<file path="src/rtl/dm_bridge.sv">
// dm_bridge: CPU data-memory port to req/ack bus bridge.
// Ports: CPU side (mem_w, mem_r, addr, wdata, dm_ctrl, rdata, stall,
//   misalign, err), bus side (bus_req, bus_we, bus_addr, bus_be,
//   bus_wdata, bus_ack, bus_rdata). Optional DM_TIMEOUT_EN adds
//   a REQ wait limit of TIMEOUT cycles that aborts with err.
module dm_bridge #(
  parameter int TIMEOUT = 255
) (
  input  logic        clk,
  input  logic        rst_n,
  input  logic        mem_w,
  input  logic        mem_r,
  input  logic [31:0] addr,
  input  logic [31:0] wdata,
  input  logic [2:0]  dm_ctrl,
  output logic [31:0] rdata,
  output logic        stall,
  output logic        misalign,
  output logic        err,
  output logic        bus_req,
  output logic        bus_we,
  output logic [31:0] bus_addr,
  output logic [3:0]  bus_be,
  output logic [31:0] bus_wdata,
  input  logic        bus_ack,
  input  logic [31:0] bus_rdata
);

  localparam logic [1:0] S_IDLE = 2'd0;
  localparam logic [1:0] S_REQ  = 2'd1;
  localparam logic [1:0] S_DONE = 2'd2;

  logic [1:0]  state;
  logic [1:0]  off;
  logic [2:0]  ctrl;
  logic        req_in;
  logic        is_half;
  logic        is_byte;
  logic        mis_addr;
  logic        idle;
  logic [3:0]  be_nx;
  logic [31:0] wd_nx;
  logic [31:0] sh;
  logic [15:0] lane_h;
  logic [7:0]  lane_b;
  logic [31:0] ld_ext;

  assign req_in  = mem_w | mem_r;
  assign is_half = (dm_ctrl == 3'b001) | (dm_ctrl == 3'b010);
  assign is_byte = (dm_ctrl == 3'b011) | (dm_ctrl == 3'b100);
  assign mis_addr = (is_half & addr[0])
                  | (~is_half & ~is_byte & (|addr[1:0]));
  assign idle     = (state == S_IDLE);
  assign misalign = idle & req_in & mis_addr;
  assign stall    = (idle & req_in & ~mis_addr)
                  | (state == S_REQ);
  assign bus_req  = (state == S_REQ);

  always_comb begin
    be_nx = 4'b1111;
    wd_nx = wdata;
    unique case (1'b1)
      is_byte: begin
        be_nx = 4'b0001 << addr[1:0];
        wd_nx = {4{wdata[7:0]}};
      end
      is_half: begin
        be_nx = addr[1] ? 4'b1100 : 4'b0011;
        wd_nx = {2{wdata[15:0]}};
      end
      default: begin
        be_nx = 4'b1111;
        wd_nx = wdata;
      end
    endcase
  end

  // Lane select uses the offset captured at request time.
  assign sh     = bus_rdata >> {off, 3'b000};
  assign lane_h = sh[15:0];
  assign lane_b = sh[7:0];

  always_comb begin
    ld_ext = bus_rdata;
    case (ctrl)
      3'b001:  ld_ext = {{16{lane_h[15]}}, lane_h};
      3'b010:  ld_ext = {16'h0, lane_h};
      3'b011:  ld_ext = {{24{lane_b[7]}}, lane_b};
      3'b100:  ld_ext = {24'h0, lane_b};
      default: ld_ext = bus_rdata;
    endcase
  end

`ifdef DM_TIMEOUT_EN
  logic [15:0] cnt;
  logic        to;
  assign err = (state == S_DONE) & to;
`else
  assign err = 1'b0;
`endif

  always_ff @(posedge clk or negedge rst_n) begin
    if (!rst_n) begin
      state     <= S_IDLE;
      rdata     <= 32'h0;
      bus_we    <= 1'b0;
      bus_addr  <= 32'h0;
      bus_be    <= 4'h0;
      bus_wdata <= 32'h0;
      off       <= 2'b00;
      ctrl      <= 3'b000;
`ifdef DM_TIMEOUT_EN
      cnt       <= 16'h0;
      to        <= 1'b0;
`endif
    end else begin
      case (state)
        S_IDLE: begin
`ifdef DM_TIMEOUT_EN
          cnt <= 16'h0;
          to  <= 1'b0;
`endif
          if (req_in && !mis_addr) begin
            state     <= S_REQ;
            bus_we    <= mem_w;
            bus_addr  <= {addr[31:2], 2'b00};
            bus_be    <= be_nx;
            bus_wdata <= wd_nx;
            off       <= addr[1:0];
            ctrl      <= dm_ctrl;
          end
        end
        S_REQ: begin
`ifdef DM_TIMEOUT_EN
          // Ack on the limit cycle still completes normally.
          if (bus_ack) begin
            if (!bus_we) rdata <= ld_ext;
            state <= S_DONE;
          end else if (cnt == 16'(TIMEOUT - 1)) begin
            rdata <= 32'h0;
            to    <= 1'b1;
            state <= S_DONE;
          end else begin
            cnt <= cnt + 16'h1;
          end
`else
          if (bus_ack) begin
            if (!bus_we) rdata <= ld_ext;
            state <= S_DONE;
          end
`endif
        end
        S_DONE:  state <= S_IDLE;
        default: state <= S_IDLE;
      endcase
    end
  end

endmodule

</file>
<file path="config.mk">
export PLATFORM = sky130hd
export DESIGN_NAME = dm_bridge
export DESIGN_NICKNAME = d
export VERILOG_FILES = /design/src/rtl/dm_bridge.sv
export SDC_FILE = /design/constraint.sdc
export NUM_CORES = 1
export LEC_CHECK = 0
export CAP_MARGIN = 20
export CORE_UTILIZATION = 48
export DETAILED_ROUTE_END_ITERATION = 7
export HOLD_SLACK_MARGIN = 0.02
export PLACE_DENSITY = 0.87
export SLEW_MARGIN = 20
export SYNTH_ARGS = -nofsm -noshare
export SYNTH_HDL_FRONTEND = slang
export SYNTH_SLANG_ARGS = --single-unit
export TNS_END_PERCENT = 20
</file>
<file path="constraint.sdc">
create_clock -name clk -period 3.84 [get_ports clk]
set_clock_uncertainty 0.05 [all_clocks]
set_input_delay 0.768 -clock clk [delete_from_list [all_inputs] [get_ports clk]]
set_output_delay 0.768 -clock clk [all_outputs]
set_load 0.05 [all_outputs]
</file>
==> impl_results.rst <==
.. list-table::
   :header-rows: 1

   * - Metric
     - Value
   * - Hold Violations, Final
     - 0
   * - Unrepaired setup endpoints after global routing
     - false
   * - Clock buffer depth
     - 2
   * - Mean instance size in the synthesized netlist
     - 11.1 um^2
   * - Worst VDD drop
     - 0.793 mV
   * - Vert. Die Dim
     - between 100 and 150 um
   * - Final weighted congestion in routability-driven placement
     - roughly 0.92
   * - Leading area contributor after synthesis
     - sky130_fd_sc_hd__dfrtp_1
   * - Signed area change from the synthesized netlist to the final layout
     - 45.3%
   * - Grt ovf
     - 0
   * - Number of flip-flops and latches in the synthesized netlist
     - between 100 and 150
   * - Via count of the first global-routing pass
     - a little under 5000
   * - Synth warn
     - 0
   * - Antenna diodes
     - 0
   * - Number of enable-type register cells in the synthesized netlist
     - 0
   * - CP Max Fanout
     - 9
   * - Core outline area
     - between 10000 and 15000 um^2
   * - Dominant delay contributor by cell family on the critical path
     - buffers and inverters
   * - Clock buffers created by TritonCTS
     - 9
   * - Number of antenna-violating nets in the routed design
     - 0
   * - Clock latency on the worst-skew pair
     - between 300 and 400 ps
   * - CP peak stage delay
     - between 600 and 700 ps
   * - Overall Global Routing Usage
     - approximately 27%
   * - Cell chain of the critical path
     - clkdlybuf4s50_1 > or3b_1 > o221a_4 > a21o_1 > nand2_1 > buf_12
   * - Number of buffers inserted for hold repair after clock tree synthesis
     - 0
   * - Depth of the CTS H-tree
     - 3
   * - Via-to-Cell Ratio
     - approximately 5.5
   * - Post-CTS Setup Repair Bufs
     - 0
   * - Power density cells
     - 952 nW/um^2
   * - Layout Nets
     - between 700 and 800
   * - CTS Root Cell
     - sky130_fd_sc_hd__clkbuf_8
   * - Site row count
     - 38
   * - Sequential fraction of the synthesis area
     - about half
   * - Startpoint types
     - input pin
   * - Classification of the worst setup path
     - in2out
   * - Number of instances in the synthesized netlist
     - roughly 480
   * - Clock transition time at the flip-flop clock pins of the worst setup and hold paths
     - ~90 ps
   * - Max-cap check violation count
     - 0
   * - Number of clock sinks
     - roughly 110
   * - Via count
     - approximately 4600
   * - Post-cts gate resize count
     - 0
   * - Average wire per standard cell
     - 18.1 um
   * - Routed wire length
     - between 10000 and 15000 um
   * - Ys flop type
     - sky130_fd_sc_hd__dfrtp_1
   * - Final setup violating endpoints
     - 0
   * - CP Data Required Time
     - between 3000 and 4000 ps
   * - Power consumption
     - about 0.0074 W
   * - Relative slew margins
     - around two fifths
   * - Area of the die
     - 11600 um^2
   * - Pre-antenna DRT Iters
     - 5
   * - Worst-path cell with the longest stage delay
     - sky130_fd_sc_hd__clkdlybuf4s50_1
   * - Setup TNS Final
     - 0 ps
   * - Result of the run
     - complete, no violations
   * - Min cycle time layout
     - 3420 ps
   * - Crit path DAT
     - between 2000 and 3000 ps
   * - Async set-reset flop share out of synthesis
     - 100%
   * - Kind of end point of the critical path
     - output port
   * - Total of fill cells in the finished design
     - between 700 and 800
   * - Number of antenna violations at the first check in global routing
     - 0
   * - Initial core utilization
     - just under 50%
   * - Slew at the pin closest to its max-slew limit
     - a little over 900 ps
   * - Yosys top cell area share
     - around 50%
   * - Remaining design rule violation count
     - 0
   * - Largest net degree at the start of global routing
     - 66
   * - DR iter-0 viols
     - 200
   * - Max Slew Vio Count
     - 0
   * - Class of the most critical hold timing path
     - in2async
   * - Global-route wire length before repair
     - between 20000 and 25000 um
   * - Cell area after synthesis
     - about 5300 um^2
   * - CP bufs+invs
     - 2
   * - Count of different cell masters after synthesis
     - 47
   * - HPWL after DPL
     - 11200 um
   * - Final core utilization
     - a little under three quarters
   * - TritonCTS clock tree
     - yes
   * - I/O pin count
     - between 200 and 250
   * - Part of the cycle the worst path needs
     - 89.0%
   * - Leakage component of the power
     - approximately 3.2 nW
   * - Die width
     - ~110 um
   * - Fmax
     - just under 300 MHz
   * - Fraction of layout cells with a size suffix above 1
     - roughly 17%
   * - Top cells by area, synth
     - sky130_fd_sc_hd__dfrtp_1 50%, sky130_fd_sc_hd__mux2_2 15%, sky130_fd_sc_hd__mux2i_1 4.7%, sky130_fd_sc_hd__nor2_1 3.4%, sky130_fd_sc_hd__a211oi_1 2.7%
   * - Count of port buffers added during placement
     - a little over 200
[final cells by class]
class	instances	area, um^2	share of cell area [%]
Clock inverter	5	77.6	0.999
Timing Repair Buffer	219	2190	28.2
Multi-Input combinational cell	333	2480	32.0
Tap cell	140	175	2.25
Sequential cell	106	2650	34.1
Inverter	14	52.6	0.676
Clock buffer	11	141	1.82
[registers in the layout, summed over array words and instances (netlist names)]
| name | flops |
|---|---|
| state | 2 |
| bus_addr | 30 |
| bus_we | 1 |
| ctrl | 3 |
| bus_wdata | 32 |
| off | 2 |
| bus_be | 4 |
| rdata | 32 |
[power by group]
| part | switching, W | internal (W) |
|---|---|---|
| clock network | 0.000378 | 0.000384 |
| logic | 0.00292 | 0.00165 |
| registers | 0.000398 | 0.00167 |
| total | 0.00369 | 0.00371 |
[synth_stat cells (all sizes together), types with 5 or more instances]
cell type / count
mux2: 81
clkbuf: 10
o21ai: 19
nor2b: 15
nor3: 12
nand2b: 5
a211oi: 19
a21oi: 23
buf: 20
mux2i: 25
a221oi: 14
nor2: 50
and2: 9
nand2: 27
inv: 14
dfrtp: 106
[layer usage]
metal	wire, um	share of wire (%)	vias up	GRT usage, %
met4	401	2.7	0	12.1
met3	975	6.5	32	4.96
met5	0	0	-	0
li1	-	-	2115	-
met2	7630	51	189	46.5
met1	5980	40	2249	32.2
[logic make-up (layout without fill, tap and decap cells)]
logic type	after synthesis	count (layout)	synth area share, %
simple gates	128	128	11.4
mux	107	107	22.2
flops	106	106	49.6
compound gates	90	90	11.8
buf+inv	44	249	4.19
xor+xnor	5	5	0.819
other cells	1	3	0.0701
[per-stage QoR]
stage               instance area, um^2  std cells  hold slack [ps]  worst slack, ps
finish                             7770        828              430              424
detailed placement                 7550        812              425              454
CTS                                7770        828              446              436
global route                       7770        828              461              350
global placement                   7550        812              418              535
floorplan                          5350        483              422              798
[layout by cell type, fill, tap and decap left out, drive strengths merged, types with 2 or more instances in the layout]
cell type	synthesis	routed
a311oi	2	2
clkinv	0	2
clkbuf	10	11
dfrtp	106	106
inv	14	14
bufinv	0	2
o22ai	2	2
nand2b	5	5
a221oi	14	14
mux2i	25	25
clkdlybuf4s50	0	202
a2bb2oi	2	2
nor2b	15	15
a211oi	19	19
xnor2	4	4
nor2	50	50
buf	20	17
nand2	27	27
or2	2	2
conb	1	3
a21oi	23	23
and2	9	9
a221o	2	2
nand3b	2	2
mux2	81	81
nor3	12	12
o21ai	19	19
[path summary, 6_finish.rpt]
check	startpoint	endpoint	slack (ps)	cells after the start
min in group clk	bus_wdata[17]$_DFFE_PN0P_	bus_wdata[17]$_DFFE_PN0P_	440	1
max in group asynchronous	rst_n	bus_wdata[30]$_DFFE_PN0P_	2480	2
setup reg to reg	off[0]$_DFFE_PN0P_	rdata[30]$_DFFE_PN0P_	1600	5
hold / removal	rst_n	bus_wdata[0]$_DFFE_PN0P_	430	1
hold reg to reg	bus_wdata[17]$_DFFE_PN0P_	bus_wdata[17]$_DFFE_PN0P_	440	1
setup / recovery	dm_ctrl[2]	stall	420	6
No activity file was read; power rests on OpenSTA's default activity.
